===== src/rtl/single_conv_loader.sv =====
// Streams a 4x4 activation matrix and a 3x3 filter into registers, then runs the
// convolution block and latches its 2x2 result. A watchdog bounds the run time.
module single_conv_loader #(
    parameter int WDOG_LIMIT = 48
) (
    input  logic       clk,
    input  logic       rst,
    input  logic       in_valid,
    input  logic [7:0] in_data,
    output logic       in_ready,
    input  logic       flush,
    output logic [7:0] a11, a12, a13, a14,
    output logic [7:0] a21, a22, a23, a24,
    output logic [7:0] a31, a32, a33, a34,
    output logic [7:0] a41, a42, a43, a44,
    output logic [7:0] b11, b12, b13,
    output logic [7:0] b21, b22, b23,
    output logic [7:0] b31, b32, b33,
    output logic       active_single,
    input  logic       done_single,
    input  logic [7:0] c11_in, c12_in, c21_in, c22_in,
    output logic [7:0] res_c11, res_c12, res_c21, res_c22,
    output logic       res_valid,
    output logic       err
);

    // state  | meaning
    // LOAD_A | accepting activation bytes, cnt 0..15
    // LOAD_B | accepting filter bytes, cnt 16..24
    // RUN    | convolution running, watchdog counting
    // DONE   | one-cycle result-valid slot
    localparam logic [1:0] LOAD_A = 2'd0;
    localparam logic [1:0] LOAD_B = 2'd1;
    localparam logic [1:0] RUN    = 2'd2;
    localparam logic [1:0] DONE   = 2'd3;

    localparam logic [5:0] WD_LAST = 6'(WDOG_LIMIT - 1);

    logic [1:0] state;
    logic [4:0] cnt;
    logic [5:0] wd;
    logic [7:0] a_mem [16];
    logic [7:0] b_mem [9];
    logic       accept;
    logic [4:0] b_idx;
    logic       wd_expire;

    assign in_ready  = ((state == LOAD_A) || (state == LOAD_B)) && !flush;
    assign accept    = in_valid && in_ready;
    assign b_idx     = cnt - 5'd16;
    assign wd_expire = (wd == WD_LAST);

    always_ff @(posedge clk or negedge rst) begin
        if (!rst) begin
            state         <= LOAD_A;
            cnt           <= 5'd0;
            wd            <= 6'd0;
            active_single <= 1'b0;
            res_valid     <= 1'b0;
            err           <= 1'b0;
        end else begin
            res_valid <= 1'b0;
            case (state)
                LOAD_A: begin
                    if (flush) begin
                        cnt <= 5'd0;
                    end else if (accept) begin
                        if (cnt == 5'd15) state <= LOAD_B;
                        cnt <= cnt + 5'd1;
                    end
                end
                LOAD_B: begin
                    if (flush) begin
                        cnt   <= 5'd0;
                        state <= LOAD_A;
                    end else if (accept) begin
                        if (cnt == 5'd24) begin
                            state         <= RUN;
                            cnt           <= 5'd0;
                            wd            <= 6'd0;
                            active_single <= 1'b1;
                        end else begin
                            cnt <= cnt + 5'd1;
                        end
                    end
                end
                RUN: begin
                    // completion wins over a timeout landing on the same cycle
                    if (done_single) begin
                        state         <= DONE;
                        active_single <= 1'b0;
                        res_valid     <= 1'b1;
                    end else if (wd_expire) begin
                        err           <= 1'b1;
                        state         <= LOAD_A;
                        active_single <= 1'b0;
                    end else begin
                        wd <= wd + 6'd1;
                    end
                end
                DONE: begin
                    state <= LOAD_A;
                    cnt   <= 5'd0;
                end
                default: state <= LOAD_A;
            endcase
        end
    end

    always_ff @(posedge clk or negedge rst) begin
        if (!rst) begin
            for (int i = 0; i < 16; i++) a_mem[i] <= 8'd0;
            for (int i = 0; i < 9; i++)  b_mem[i] <= 8'd0;
        end else if (accept) begin
            if (state == LOAD_A) begin
                a_mem[cnt[3:0]] <= in_data;
            end else if ((state == LOAD_B) && (b_idx < 5'd9)) begin
                b_mem[b_idx[3:0]] <= in_data;
            end
        end
    end

    always_ff @(posedge clk or negedge rst) begin
        if (!rst) begin
            res_c11 <= 8'd0;
            res_c12 <= 8'd0;
            res_c21 <= 8'd0;
            res_c22 <= 8'd0;
        end else if ((state == RUN) && done_single) begin
            res_c11 <= c11_in;
            res_c12 <= c12_in;
            res_c21 <= c21_in;
            res_c22 <= c22_in;
        end
    end

    assign a11 = a_mem[0];
    assign a12 = a_mem[1];
    assign a13 = a_mem[2];
    assign a14 = a_mem[3];
    assign a21 = a_mem[4];
    assign a22 = a_mem[5];
    assign a23 = a_mem[6];
    assign a24 = a_mem[7];
    assign a31 = a_mem[8];
    assign a32 = a_mem[9];
    assign a33 = a_mem[10];
    assign a34 = a_mem[11];
    assign a41 = a_mem[12];
    assign a42 = a_mem[13];
    assign a43 = a_mem[14];
    assign a44 = a_mem[15];

    assign b11 = b_mem[0];
    assign b12 = b_mem[1];
    assign b13 = b_mem[2];
    assign b21 = b_mem[3];
    assign b22 = b_mem[4];
    assign b23 = b_mem[5];
    assign b31 = b_mem[6];
    assign b32 = b_mem[7];
    assign b33 = b_mem[8];

endmodule

===== config.mk =====
export PLATFORM = sky130hd
export DESIGN_NAME = single_conv_loader
export DESIGN_NICKNAME = d
export VERILOG_FILES = /design/src/rtl/single_conv_loader.sv
export SDC_FILE = /design/constraint.sdc
export NUM_CORES = 1
export LEC_CHECK = 0
export CORE_MARGIN = 3
export CORE_UTILIZATION = 38
export DETAILED_ROUTE_END_ITERATION = 10
export DONT_BUFFER_PORTS = 1
export GPL_ROUTABILITY_DRIVEN = 0
export PLACE_DENSITY = 0.57
export SLEW_MARGIN = 10
export SYNTH_ARGS = -nofsm -noshare
export SYNTH_HDL_FRONTEND = slang
export SYNTH_SLANG_ARGS = --single-unit

===== constraint.sdc =====
create_clock -name clk -period 2.28 [get_ports clk]
set_clock_uncertainty 0.05 [all_clocks]
set_input_delay 0.456 -clock clk [delete_from_list [all_inputs] [get_ports clk]]
set_output_delay 0.456 -clock clk [all_outputs]
set_load 0.02 [all_outputs]

==> metrics.txt <==
Critical Path End Type primary output; Area Overhead vs Synth 14.8%; worst-path fanout max 7; CTS tree done; GRT Total Usage between 10% and 20%; most used routing layer met2; # nets final between 700 and 800; Max Slew Vio Count 0; Total Power 12.8 mW; layout cell share with drive strength beyond 1 46.9%; maxcap violations 0; Fillers between 2000 and 2500; WP data arrival around 1.6 ns; cell with the most instances after synthesis dfrtp_1; count of TritonRoute iterations in the first routing pass 4; asr flop ratio synth 100%; post-synth top area cell dfrtp_1; CTS buffer count 27; WL final ~26 mm; worst slew pin tran 0.610 ns; vias in the first global route between 5000 and 6000; setup tns final 0 ns; Synth Register Bits 248; largest net degree at the start of global routing 249; CP Launch Type flop; final setup fails 0; Slew Limit Headroom 59.3%; cell count after synthesis 623; Die W about 170 um; ranking of synthesized cells by area dfrtp_1, mux2_2, nand3_4, ha_1, clkbuf_1; # IOs 281; DRT antenna net count 0; via count 5348; register area share after synthesis 62.7%; clock transition at the registers of the reported paths 0.06 ns; H-tree levels 1; initial core utilization 39.0%; status finished, violations left; post_cts resized 0; number of synthesized flops with an enable pin 0; Core Region roughly 0.025 mm^2; CTS Hold Bufs 24; Post-synth top cells dfrtp_1, mux2_2, clkbuf_1; drt via density 5.35; initial antenna violation count 1; library cells used by synthesis 40; cell area after synthesis ~0.01 mm^2; GRT overflow 0; M3 GR Usage 8.22%; Syn Area/Cell ~16 um^2; achievable frequency 473 MHz; post-synth top area share 62.7%; Peak VDD IR 877 uV; drt drc 0; Final Hold Fails 248; met2 GRT Util 30.3%; CTS root buffer clkbuf_16; Chip Height 167 um; Yosys warnings 0; crit share post-route 92.7%; min-delay worst type primary input to async pin; hold_ws -0.430 ns; worst-case clock buffer depth 3; first-pass GRT wire length around 39 mm; Tmin final ~2.1 ns; Lkg Pwr 5.53 nW; grt met1 use between 20% and 30%; number of inserted diodes 0; failing checks hold timing; Worst EP required roughly 1.8 ns; Iter 0 DRT Violations 244; Mapped Nets around 670; clock latency on the worst-skew pair 0.54 ns; CTS sink cnt 248; Buffers on Ports 0; dominant synthesized flop cell dfrtp_1; die area about 0.028 mm^2; CP Class flop to primary output; Power Density 1130 mW/mm^2; num rows 58; RSZ-0062 raised after global routing no; post-DP HPWL 16.5 mm; WL per Instance roughly 26 um
## worst max-delay path: stages (launching register included)
cell,delay (ns)
dfrtp_1,0.47
or2_2,0.38
inv_1,0.23
## power by group
group | switching, mW | leakage, nW | total [mW] | internal [mW]
Clock | 1.74 | 0.456 | 4.55 | 2.81
Sequential | 1.75 | 3.32 | 7.00 | 5.25
Combinational | 0.517 | 1.76 | 1.28 | 0.763
Total | 4.01 | 5.53 | 12.8 | 8.81
## final timing paths
path	slack, ns	cells past startpoint	startpoint	end
min reg2reg	0.52	1	cnt[4]	cnt[4]
max	0.17	2	state[1]	in_ready
max in group asynchronous	2.17	0	rst	b11[3]
max reg2reg	0.27	3	cnt[3]	a32[3]
min	-0.43	0	rst	res_c11[3]
min in group clk	0.02	1	in_data[6]	a14[6]
## logic make-up after synthesis
group                    after synthesis  synth area share [%]
AO/OA/AOI/OAI                         24                  1.57
adder cells (fa/ha/maj)                6                 0.758
buffers and inverters                 38                  2.00
flip-flops                           248                  62.7
multiplexers                         236                  26.8
AND/OR/NAND/NOR                       71                  6.23
## final cells by class
class,count,area [um^2],area share [%]
Clock buffer,36,769,6.77
Clock inverter,11,164,1.44
Tap cell,330,413,3.63
Sequential cell,248,6210,54.6
Inverter,7,26.3,0.231
Timing Repair Buffer,31,293,2.57
Multi-Input combinational cell,337,3500,30.8
## per-layer routing
metal | wire [um] | vias up
li1 | - | 2266
met1 | 9770 | 2831
met2 | 12600 | 205
met3 | 2790 | 46
met4 | 699 | 0
met5 | 0 | -
## per-stage QoR
step	cell area, um^2	worst slack, ns	util (%)	hold WS, ns	cells
finish	11400	0.166	44.8	-0.430	1000
global route	11400	0.124	44.8	-0.452	1000
CTS	11400	0.139	44.8	-0.448	1000
detailed placement	10200	0.251	40.2	0.121	929
global placement	10200	0.323	40.2	0.121	929
floorplan	9900	0.466	-	0.110	623
## placed cells by master (no fill, tap or decap), drive strengths merged, types with 3 or more instances in the layout
| cell | count |
|---|---|
| a21oi | 7 |
| and2 | 6 |
| and3 | 3 |
| buf | 7 |
| bufinv | 4 |
| clkbuf | 36 |
| clkinv | 4 |
| dfrtp | 248 |
| dlygate4sd3 | 24 |
| ha | 6 |
| inv | 8 |
| mux2 | 233 |
| mux2i | 3 |
| nand2 | 20 |
| nand3 | 19 |
| nor2 | 10 |
| o21ai | 6 |
| o22ai | 3 |
| o2bb2ai | 3 |
## repair_timing
action | CTS | global route
setup endpoints to repair | 0 | 0
endpoints found under the hold margin | 299 | 248
buffers inserted | 0 | 0
(Power assumes the default switching activity.)
